<file path="config.mk">
export PLATFORM = sky130hd
export DESIGN_NAME = ucsbece154b_bpctrl_flat
export DESIGN_NICKNAME = d
export VERILOG_FILES = /design/src/rtl/ucsbece154b_bpctrl_if.sv /design/src/rtl/ucsbece154b_bpctrl.sv /design/src/flat_wrapper.sv
export SDC_FILE = /design/constraint.sdc
export NUM_CORES = 1
export LEC_CHECK = 0
export CORE_MARGIN = 8
export CORE_UTILIZATION = 39
export DETAILED_ROUTE_END_ITERATION = 8
export GPL_ROUTABILITY_DRIVEN = 1
export GPL_TIMING_DRIVEN = 1
export PLACE_DENSITY = 0.76
export SYNTH_ARGS = -nofsm -noshare
export SYNTH_HDL_FRONTEND = slang
export SYNTH_SLANG_ARGS = --single-unit
</file>
<file path="constraint.sdc">
create_clock -name clk -period 2.6 [get_ports clk]
set_input_delay 0.52 -clock clk [delete_from_list [all_inputs] [get_ports clk]]
set_output_delay 0.52 -clock clk [all_outputs]
set_load 0.01 [all_outputs]
</file>
<file path="src/rtl/ucsbece154b_bpctrl_if.sv">
// Signal bundle between the datapath/hazard unit and the branch-prediction controller.
// The controller uses the slave view; whoever drives fetch/execute info uses master.
interface ucsbece154b_bpctrl_if #(
    parameter int NUM_GHR_BITS    = 6,
    parameter int NUM_BTB_ENTRIES = 64,
    parameter int CNT_WIDTH       = 32
);
    localparam int IW = $clog2(NUM_BTB_ENTRIES);

    logic [31:0]             PCF_i;
    logic                    BranchTakenF_i;
    logic [31:0]             BTBtargetF_i;
    logic [NUM_GHR_BITS-1:0] PHTreadaddrF_i;
    logic                    StallD_i;
    logic                    FlushD_i;
    logic                    FlushE_i;
    logic                    BranchE_i;
    logic                    JumpE_i;
    logic                    TakenE_i;
    logic [31:0]             PCTargetE_i;
    logic [31:0]             PCPlus4E_i;
    logic                    MispredictE_o;
    logic [31:0]             RedirectPC_o;
    logic                    BTBwe_o;
    logic [IW-1:0]           BTBwriteaddress_o;
    logic [31:0]             BTBwritedata_o;
    logic                    PHTwe_o;
    logic                    PHTincrement_o;
    logic [NUM_GHR_BITS-1:0] PHTwriteaddress_o;
    logic                    GHRreset_o;
    logic                    CntClear_i;
    logic [CNT_WIDTH-1:0]    BranchCount_o;
    logic [CNT_WIDTH-1:0]    MispredCount_o;

    modport slave (
        input  PCF_i, BranchTakenF_i, BTBtargetF_i, PHTreadaddrF_i,
        input  StallD_i, FlushD_i, FlushE_i,
        input  BranchE_i, JumpE_i, TakenE_i, PCTargetE_i, PCPlus4E_i,
        input  CntClear_i,
        output MispredictE_o, RedirectPC_o,
        output BTBwe_o, BTBwriteaddress_o, BTBwritedata_o,
        output PHTwe_o, PHTincrement_o, PHTwriteaddress_o, GHRreset_o,
        output BranchCount_o, MispredCount_o
    );

    modport master (
        output PCF_i, BranchTakenF_i, BTBtargetF_i, PHTreadaddrF_i,
        output StallD_i, FlushD_i, FlushE_i,
        output BranchE_i, JumpE_i, TakenE_i, PCTargetE_i, PCPlus4E_i,
        output CntClear_i,
        input  MispredictE_o, RedirectPC_o,
        input  BTBwe_o, BTBwriteaddress_o, BTBwritedata_o,
        input  PHTwe_o, PHTincrement_o, PHTwriteaddress_o, GHRreset_o,
        input  BranchCount_o, MispredCount_o
    );
endinterface

</file>
<file path="src/rtl/ucsbece154b_bpctrl.sv">
// Branch-prediction controller: carries F-stage predictions to E, resolves them,
// and emits redirect plus BTB/PHT/GHR update strobes and perf counters.
module ucsbece154b_bpctrl #(
    parameter int NUM_GHR_BITS    = 6,
    parameter int NUM_BTB_ENTRIES = 64,
    parameter int CNT_WIDTH       = 32
) (
    input  logic clk,
    input  logic reset,
    ucsbece154b_bpctrl_if.slave bp
);
    localparam int IW = $clog2(NUM_BTB_ENTRIES);

    logic                    valid_d_q, valid_d_d, pred_d_q, pred_d_d;
    logic [31:0]             tgt_d_q, tgt_d_d;
    logic [NUM_GHR_BITS-1:0] pht_d_q, pht_d_d;
    logic [IW-1:0]           pc_d_q, pc_d_d;

    logic                    valid_e_q, valid_e_d, pred_e_q, pred_e_d;
    logic [31:0]             tgt_e_q, tgt_e_d;
    logic [NUM_GHR_BITS-1:0] pht_e_q, pht_e_d;
    logic [IW-1:0]           pc_e_q, pc_e_d;

    logic [CNT_WIDTH-1:0]    brcnt_q, brcnt_d, miscnt_q, miscnt_d;
    logic                    act_t, mis;

    always_comb begin
        valid_d_d = valid_d_q;
        pred_d_d  = pred_d_q;
        tgt_d_d   = tgt_d_q;
        pht_d_d   = pht_d_q;
        pc_d_d    = pc_d_q;
        if (bp.FlushD_i) begin
            valid_d_d = 1'b0;
        end else if (!bp.StallD_i) begin
            valid_d_d = 1'b1;
            pred_d_d  = bp.BranchTakenF_i;
            tgt_d_d   = bp.BTBtargetF_i;
            pht_d_d   = bp.PHTreadaddrF_i;
            pc_d_d    = bp.PCF_i[IW+1:2];
        end

        valid_e_d = bp.FlushE_i ? 1'b0 : valid_d_q;
        pred_e_d  = pred_d_q;
        tgt_e_d   = tgt_d_q;
        pht_e_d   = pht_d_q;
        pc_e_d    = pc_d_q;
    end

    // A wrong target on a correctly-predicted taken transfer is also a redirect.
    always_comb begin
        act_t = (bp.BranchE_i & bp.TakenE_i) | bp.JumpE_i;
        mis   = valid_e_q & ((pred_e_q ^ act_t) |
                (pred_e_q & act_t & (tgt_e_q != bp.PCTargetE_i)));

        bp.MispredictE_o     = mis;
        bp.RedirectPC_o      = '0;
        bp.BTBwe_o           = valid_e_q & act_t;
        bp.BTBwriteaddress_o = '0;
        bp.BTBwritedata_o    = '0;
        bp.PHTwe_o           = valid_e_q & bp.BranchE_i;
        bp.PHTincrement_o    = valid_e_q & bp.BranchE_i & bp.TakenE_i;
        bp.PHTwriteaddress_o = '0;
        bp.GHRreset_o        = bp.BranchE_i & mis;
        if (valid_e_q) begin
            bp.RedirectPC_o      = act_t ? bp.PCTargetE_i : bp.PCPlus4E_i;
            bp.BTBwriteaddress_o = pc_e_q;
            bp.BTBwritedata_o    = bp.PCTargetE_i;
            bp.PHTwriteaddress_o = pht_e_q;
        end
    end

    always_comb begin
        brcnt_d  = brcnt_q;
        miscnt_d = miscnt_q;
        if (bp.CntClear_i) begin
            brcnt_d  = '0;
            miscnt_d = '0;
        end else begin
            if (valid_e_q && bp.BranchE_i && (brcnt_q != '1))
                brcnt_d = brcnt_q + 1'b1;
            if (mis && (miscnt_q != '1))
                miscnt_d = miscnt_q + 1'b1;
        end
        bp.BranchCount_o  = brcnt_q;
        bp.MispredCount_o = miscnt_q;
    end

    always_ff @(posedge clk or negedge reset) begin
        if (!reset) begin
            valid_d_q <= 1'b0;
            pred_d_q  <= 1'b0;
            tgt_d_q   <= '0;
            pht_d_q   <= '0;
            pc_d_q    <= '0;
            valid_e_q <= 1'b0;
            pred_e_q  <= 1'b0;
            tgt_e_q   <= '0;
            pht_e_q   <= '0;
            pc_e_q    <= '0;
            brcnt_q   <= '0;
            miscnt_q  <= '0;
        end else begin
            valid_d_q <= valid_d_d;
            pred_d_q  <= pred_d_d;
            tgt_d_q   <= tgt_d_d;
            pht_d_q   <= pht_d_d;
            pc_d_q    <= pc_d_d;
            valid_e_q <= valid_e_d;
            pred_e_q  <= pred_e_d;
            tgt_e_q   <= tgt_e_d;
            pht_e_q   <= pht_e_d;
            pc_e_q    <= pc_e_d;
            brcnt_q   <= brcnt_d;
            miscnt_q  <= miscnt_d;
        end
    end
endmodule

</file>
<file path="src/flat_wrapper.sv">
// flat-port wrapper written by rule: the top's interface ports become plain ports
module ucsbece154b_bpctrl_flat 
#(
    parameter int NUM_GHR_BITS    = 6,
    parameter int NUM_BTB_ENTRIES = 64,
    parameter int CNT_WIDTH       = 32
)
  (clk, reset, bp_PCF_i, bp_BranchTakenF_i, bp_BTBtargetF_i, bp_PHTreadaddrF_i, bp_StallD_i, bp_FlushD_i, bp_FlushE_i, bp_BranchE_i, bp_JumpE_i, bp_TakenE_i, bp_PCTargetE_i, bp_PCPlus4E_i, bp_CntClear_i, bp_MispredictE_o, bp_RedirectPC_o, bp_BTBwe_o, bp_BTBwriteaddress_o, bp_BTBwritedata_o, bp_PHTwe_o, bp_PHTincrement_o, bp_PHTwriteaddress_o, bp_GHRreset_o, bp_BranchCount_o, bp_MispredCount_o);
  ucsbece154b_bpctrl_if #(.NUM_GHR_BITS(NUM_GHR_BITS), .NUM_BTB_ENTRIES(NUM_BTB_ENTRIES), .CNT_WIDTH(CNT_WIDTH)) bp_i ();
  input  logic clk;
  input  logic reset;
  input wire logic [$bits(bp_i.PCF_i)-1:0] bp_PCF_i;
  input wire logic [$bits(bp_i.BranchTakenF_i)-1:0] bp_BranchTakenF_i;
  input wire logic [$bits(bp_i.BTBtargetF_i)-1:0] bp_BTBtargetF_i;
  input wire logic [$bits(bp_i.PHTreadaddrF_i)-1:0] bp_PHTreadaddrF_i;
  input wire logic [$bits(bp_i.StallD_i)-1:0] bp_StallD_i;
  input wire logic [$bits(bp_i.FlushD_i)-1:0] bp_FlushD_i;
  input wire logic [$bits(bp_i.FlushE_i)-1:0] bp_FlushE_i;
  input wire logic [$bits(bp_i.BranchE_i)-1:0] bp_BranchE_i;
  input wire logic [$bits(bp_i.JumpE_i)-1:0] bp_JumpE_i;
  input wire logic [$bits(bp_i.TakenE_i)-1:0] bp_TakenE_i;
  input wire logic [$bits(bp_i.PCTargetE_i)-1:0] bp_PCTargetE_i;
  input wire logic [$bits(bp_i.PCPlus4E_i)-1:0] bp_PCPlus4E_i;
  input wire logic [$bits(bp_i.CntClear_i)-1:0] bp_CntClear_i;
  output wire logic [$bits(bp_i.MispredictE_o)-1:0] bp_MispredictE_o;
  output wire logic [$bits(bp_i.RedirectPC_o)-1:0] bp_RedirectPC_o;
  output wire logic [$bits(bp_i.BTBwe_o)-1:0] bp_BTBwe_o;
  output wire logic [$bits(bp_i.BTBwriteaddress_o)-1:0] bp_BTBwriteaddress_o;
  output wire logic [$bits(bp_i.BTBwritedata_o)-1:0] bp_BTBwritedata_o;
  output wire logic [$bits(bp_i.PHTwe_o)-1:0] bp_PHTwe_o;
  output wire logic [$bits(bp_i.PHTincrement_o)-1:0] bp_PHTincrement_o;
  output wire logic [$bits(bp_i.PHTwriteaddress_o)-1:0] bp_PHTwriteaddress_o;
  output wire logic [$bits(bp_i.GHRreset_o)-1:0] bp_GHRreset_o;
  output wire logic [$bits(bp_i.BranchCount_o)-1:0] bp_BranchCount_o;
  output wire logic [$bits(bp_i.MispredCount_o)-1:0] bp_MispredCount_o;
  assign bp_i.PCF_i = bp_PCF_i;
  assign bp_i.BranchTakenF_i = bp_BranchTakenF_i;
  assign bp_i.BTBtargetF_i = bp_BTBtargetF_i;
  assign bp_i.PHTreadaddrF_i = bp_PHTreadaddrF_i;
  assign bp_i.StallD_i = bp_StallD_i;
  assign bp_i.FlushD_i = bp_FlushD_i;
  assign bp_i.FlushE_i = bp_FlushE_i;
  assign bp_i.BranchE_i = bp_BranchE_i;
  assign bp_i.JumpE_i = bp_JumpE_i;
  assign bp_i.TakenE_i = bp_TakenE_i;
  assign bp_i.PCTargetE_i = bp_PCTargetE_i;
  assign bp_i.PCPlus4E_i = bp_PCPlus4E_i;
  assign bp_i.CntClear_i = bp_CntClear_i;
  assign bp_MispredictE_o = bp_i.MispredictE_o;
  assign bp_RedirectPC_o = bp_i.RedirectPC_o;
  assign bp_BTBwe_o = bp_i.BTBwe_o;
  assign bp_BTBwriteaddress_o = bp_i.BTBwriteaddress_o;
  assign bp_BTBwritedata_o = bp_i.BTBwritedata_o;
  assign bp_PHTwe_o = bp_i.PHTwe_o;
  assign bp_PHTincrement_o = bp_i.PHTincrement_o;
  assign bp_PHTwriteaddress_o = bp_i.PHTwriteaddress_o;
  assign bp_GHRreset_o = bp_i.GHRreset_o;
  assign bp_BranchCount_o = bp_i.BranchCount_o;
  assign bp_MispredCount_o = bp_i.MispredCount_o;
  ucsbece154b_bpctrl #(.NUM_GHR_BITS(NUM_GHR_BITS), .NUM_BTB_ENTRIES(NUM_BTB_ENTRIES), .CNT_WIDTH(CNT_WIDTH)) u_core (.clk(clk), .reset(reset), .bp(bp_i));
endmodule
</file>
Word-level counts from Yosys, hierarchy flattened:

Cells that the tools add are included.

* input bits: 144
* bits in registers: 156

* multiplexer cells: 12
* equal/unequal tests: 4
* bitwise logic cells: 13
* reductions and logical operators: 6
* $add $sub $neg: 2

Operators with widths (number)
* $mux W32: 7
* $add A32 B1 Y32 const B: 2
* $ne A32 B32 Y1 const B: 2
* $ne A32 B32 Y1: 1
* $mux W6: 2
* $and A1 B1 Y1: 8
* $reduce_bool A2 Y1: 2
* $logic_and A1 B1 Y1: 3
* $mux W1: 3
* $ne A2 B1 Y1 const B: 1
* $not A1 Y1: 2
* $or A1 B1 Y1: 2
* $reduce_and A2 Y1: 1
* $xor A1 B1 Y1: 1

Longest topological paths before layout:

* depth in word-level cells: 9
* gate-level depth with buffers: 11
* mapped depth without buffers: 9

Least setup slack after synthesis:

Ideal clock, no wire load.

* path kind: input to register
* from: input bp_BranchE_i
* to: register u_core.miscnt_q[15], in the netlist u_core.bp.MispredCount_o[15]
* cell stages on the path: 9
* arrival: 2473 ps
* path slack: -5 ps
* cell sequence: a21oi_1 clkinv_1 clkbuf_1 ha_1 nand4_4 buf_6 a2111oi_4 xnor2_1 nor2_1

* longest elaborated chain between the ends: 8

Ends and longest elaborated chain
* start, declared: line flat_wrapper.sv:19 `input wire logic [$bits(bp_i.BranchE_i)-1:0] bp_BranchE_i;`
* $and A1 B1 Y1 *: line ucsbece154b_bpctrl.sv:52 `act_t = (bp.BranchE_i & bp.TakenE_i) | bp.JumpE_i;`
* $or A1 B1 Y1 *: line ucsbece154b_bpctrl.sv:52
* $and A1 B1 Y1 (2 in series): line ucsbece154b_bpctrl.sv:54 `(pred_e_q & act_t & (tgt_e_q != bp.PCTargetE_i)));`
* $or A1 B1 Y1 *: line ucsbece154b_bpctrl.sv:53 `mis = valid_e_q & ((pred_e_q ^ act_t) |`
* $and A1 B1 Y1 *: line ucsbece154b_bpctrl.sv:53
* $logic_and A1 B1 Y1 *: line ucsbece154b_bpctrl.sv:82 `if (mis && (miscnt_q != '1))`
* $reduce_bool A2 Y1 (no source line) *
* end signal, assigned: line ucsbece154b_bpctrl.sv:115 `miscnt_q <= miscnt_d;`
* end, declared: line ucsbece154b_bpctrl.sv:24 `logic [CNT_WIDTH-1:0] brcnt_q, brcnt_d, miscnt_q, miscnt_d;`

Every way passes the cells marked *; elsewhere a longest branch is shown, timed or not.
A chain may end at the register's enable or synchronous reset.

Final worst setup path:

* from: input bp_PCTargetE_i[25]
* to: output bp_MispredictE_o

* longest elaborated chain between the ends: 4

Ends and longest elaborated chain
* start, declared: line flat_wrapper.sv:22 `input wire logic [$bits(bp_i.PCTargetE_i)-1:0] bp_PCTargetE_i;`
* $ne A32 B32 Y1: line ucsbece154b_bpctrl.sv:54
* $and A1 B1 Y1: line ucsbece154b_bpctrl.sv:54
* $or A1 B1 Y1: line ucsbece154b_bpctrl.sv:53
* $and A1 B1 Y1: line ucsbece154b_bpctrl.sv:53
* end, declared: line flat_wrapper.sv:25 `output wire logic [$bits(bp_i.MispredictE_o)-1:0] bp_MispredictE_o;`

Every way passes these cells.

==> results.md <==
- The post-detailed-route count of antenna-violating nets is 0.
- The final worst-path cycle share is 105%.
- For the worst setup path, the data arrival time is about 2.2 ns.
- The clock transition at the registers of the reported paths is 0.07 ns.
- The routed layout has about 6300 vias.
- The met2 wire length is 11400 microns.
- The signal on the critical path passes through clkdlybuf4s50_1, xor2_1, nor4_1, nand4_1, o21a_2, nor2_4, nor2b_2, buf_2.
- The checks that failed: negative setup slack.
- In this run, the number of DRC markers left after iteration 0 of detailed routing was 326.
- The routed length per instance is 17.3 microns.
- The instance area at placement is 10900 sq um.
- The kind of start point of the critical path is a primary input.
- The run finished, with violations left.
- During synthesis, Yosys emitted a total of 0 warnings.
- STA puts the critical path data required time at 2.08 ns.
- The top routing layer in use is met4.
- The floorplan has 51 rows.
- The post-synth net total is around 860.
- The worst hold path class is primary input to asynchronous set/reset pin.
- The finished cells cover 11500 sq um.
- The switching fraction of total power is 26.3%.
- The beginning of the worst register-to-register path is u_core.tgt_e_q[15].
- Sequential cells account for a little under half of the total power.
- Synthesis produced 712 cells.
- The nature of the critical path endpoint is a primary output.
- The initial antenna violation count is 0.
- On the critical path the largest part of the delay comes from simple AND/OR/NAND/NOR gates.
- In this run the number of H-tree levels came out at 4.
- The beginning of the critical path is bp_PCTargetE_i[25].
- The worst-case IR drop observed on VDD is 0.000400 V.
- For this run, asynchronously set or reset flops after synthesis account for 100%.
- Timing would allow up to 367 MHz.
- The clock tree from TritonCTS is built.
- The number of different library cells used by synthesis comes to 49.
- The total overflow reported by the global router is 0.
- The aggregate negative setup slack is -0.241 ns.
- The detailed-route wire length is 22400 microns.
- The total die area is around 24000 sq um.
- The logic depth of the worst path, buffers included is 8.
- By startpoint and endpoint, the worst setup path is classified as primary input to primary output.
- For this configuration, the core starts out at a cell density of 39.2%.
- The register bit count reported by yosys is between 150 and 200.
- The standard cell with the maximum stage delay on the critical path is clkdlybuf4s50_1.
- In this run the vertical extent of the chip is around 160 microns.
- The part of the Yosys area used for sequential elements is 51.6%.
- The number of buffer cells added on primary ports is 262.
- From synthesis to final layout, the design area changed by 52.3%.
- The max-slew violation count is 0.
- The post-route worst setup slack is -0.126 ns.
- The mapped cell area is 7560 sq um.
- The clock tree root driver cell is clkbuf_16.
- The pin count of the biggest net entering global routing is 60.
- The share of synthesized area in the top cell type comes to 51.6%.
- The buffering stage count on the worst path with inverters included is 2.
- The first global-routing pass estimated approximately 36000 microns of wire.
- Detailed placement finished with a half-perimeter wire length of 17000 microns.
- After floorplanning, the core was sized to cover 19300 sq um.
- The leakage power of the design is 4.95 nW.
- The number of cells traversed by the worst register-to-register path is 9.
- The most used flip-flop cell after synthesis is dfrtp_1.
- The DRC violation count after routing is 0.
- The total clock buffers created by CTS is 17.
- The number of antenna diodes in the final layout is 0.
- The biggest area contributor in the post-synthesis netlist is dfrtp_1.
- Wire segments on met3 add up to 1260 microns in the final route.
- Dividing the detail-routed via count by the number of cells gives a little under 5.
- OpenSTA, run right after detailed placement, puts the worst setup slack at -0.860 ns.
- The global-route usage over all layers is 18.7%.
- The worst path in the final design needs a cycle of about 2.7 ns, including I/O delays and setup.
- Setup violations remaining at the end of the flow were counted as 2.
- In the post-synthesis netlist, the biggest area contributors are dfrtp_1, mux2_2, xor2_1.
- The number of flops mapped to enable cells by yosys is 0.
- The number of nets in the finished design is 1164.
- At the later pin of the worst-skew pair, clock insertion delay measures 0.42 ns.
- The switching component of the power is 0.00160 W.
- For this run, the slowest stage of the critical path takes 0.46 ns.
- Counting the fill cells in the layout gives 1626.
- The via count of the first global-routing pass is 6488.
- The share of cells above drive strength 1 is 17.9%.
- The clock network fraction of design power is approximately two fifths.
- Setup repair after global routing could not meet its margin everywhere.
- The power per unit of standard cell area is 527 nW/um^2.
- The final number of hold-violating endpoints came to 0.
- At the end of routability-driven placement, the weighted congestion stood at between 0.8 and 0.9.
- The wire length on met1 is 9450 microns.
- Buffers inserted to repair hold after CTS numbered 0.
- The number of detailed-routing iterations run before antenna repair is 4.
- Cells fill 59.8% of the core in the end.
- The worst-case clock skew is 0.0123 ns.
- The worst slew margin relative to its limit is 56.7%.
- At the pin with the least slew margin, the transition time is 0.650 ns.
- The cell internal power dissipation is 0.00448 W.
- Combinational cells account for a little over an eighth of the total power.
- The worst-path maximum fanout is 2.
- The buffer levels on the longest clock path is 2.
- The horizontal die dimension is between 150 and 200 microns.
- A synthesized cell averages 10.6 sq um.
- For this design the top-level I/O count stands at 289.
- Hold is met by 0.0202 ns.
- The tool flagged a number of max-cap violations equal to 0.
- CTS saw 156 sinks.
[cells in the final DEF (no fill, tap or decap), types with 3 or more instances in the layout]
cell type,instances
a211oi_1,4
a21boi_0,33
a21oi_1,18
and2_1,51
and3_1,18
and4_4,4
buf_12,10
buf_2,3
buf_4,42
buf_6,3
clkbuf_16,17
clkbuf_2,4
clkdlybuf4s15_1,12
clkdlybuf4s15_2,5
clkdlybuf4s50_1,198
dfrtp_1,155
dlygate4sd2_1,34
dlymetal6s2s_1,3
ha_1,3
inv_1,11
inv_6,3
inv_8,5
mux2_2,50
nand2_1,90
nand3_1,21
nand4_1,14
nand4_4,3
nor2_1,59
nor2b_1,7
nor4_1,7
nor4_2,4
o21ai_0,10
or3_1,9
xnor2_1,22
xor2_1,52
[stage by stage]
stage | total power, W | std cells
finish | 0.00607 | 1295
global route | 0.00633 | 1295
CTS | 0.00615 | 1295
detailed placement | 0.00362 | 1262
global placement | 0.00360 | 1262
floorplan | 0.00308 | 712
[registers in the layout, summed over array words and instances (netlist names), 6 cells and up]
register,count
u_core.pht_e_q,6
u_core.tgt_d_q,32
u_core.pht_d_q,6
u_core.bp.MispredCount_o,32
u_core.bp.BranchCount_o,32
u_core.pc_d_q,6
u_core.pc_e_q,6
u_core.tgt_e_q,32
[final cells by class]
class / count / area [sq um] / area share [%]
well taps: 265 / 332 / 2.88
clock buffers: 17 / 425 / 3.69
inverters: 12 / 46.3 / 0.402
repair buffers: 316 / 3100 / 26.9
flip-flops and latches: 156 / 3910 / 33.9
multi-input cells: 514 / 3540 / 30.8
clock inverters: 15 / 174 / 1.51
[layer usage]
| layer | track usage (%) | up-vias |
|---|---|---|
| met1 | 22.7 | 3049 |
| li1 | - | 3036 |
| met3 | 4.49 | 21 |
| met5 | 0 | - |
| met4 | 5.13 | 0 |
| met2 | 32.7 | 153 |
[cell families after synthesis]
logic type      share of synthesized area (%)
xor+xnor                                 8.80
compound gates                           7.31
simple gates                             21.4
buf+inv                                  2.45
flops                                    51.6
mux                                      7.91
fa+ha+maj                               0.496
[path summary, 6_finish.rpt]
kind                                               endpoint  slack, ns
max in group asynchronous       u_core.bp.MispredCount_o[3]       1.89
worst min-delay path                       u_core.pc_e_q[3]       0.02
worst max register to register  u_core.bp.MispredCount_o[0]       0.11
min in group clk                         u_core.tgt_e_q[26]       0.37
worst max-delay path                       bp_MispredictE_o      -0.13
worst min register to register           u_core.tgt_e_q[26]       0.37
[worst register-to-register path, cell delays in order, from the launching register on]
cell,delay (ns)
dfrtp_1,0.37
xor2_1,0.15
nor4_2,0.36
buf_4,0.17
nand4_1,0.11
o21a_2,0.26
buf_4,0.14
buf_4,0.13
o211ai_1,0.31
mux2_2,0.38
[timing repair]
| action | in CTS | in global routing |
|---|---|---|
| resized for setup | 96 | 28 |
| endpoints found under the setup margin | 41 | 36 |
| gates cloned | 0 | 0 |
| setup buffers | 1 | 0 |
| pin swaps | 13 | 6 |
[synthesized netlist by cell type, drive strengths merged (2+ instances only)]
cell	number
dfrtp	156
nand2	91
nor2	62
xor2	54
and2	51
mux2	51
a21boi	34
clkbuf	25
xnor2	22
nand3	21
a21oi	20
and3	19
nand4	18
nor4	13
inv	11
o21ai	10
or3	9
nor2b	8
and4	6
buf	5
a211oi	4
o211ai	4
ha	3
a2111oi	2
mux2i	2
nor3	2
[power by group through the flow]
stage	logic, W	registers, W	clock network, W
after floorplan	0.000328	0.00275	0
after global placement	0.000820	0.00278	0
after detailed placement	0.000833	0.00279	0
after CTS	0.000831	0.00275	0.00257
after global routing	0.000898	0.00276	0.00266
final	0.000825	0.00274	0.00251
No activity file was read; power rests on OpenSTA's default activity.
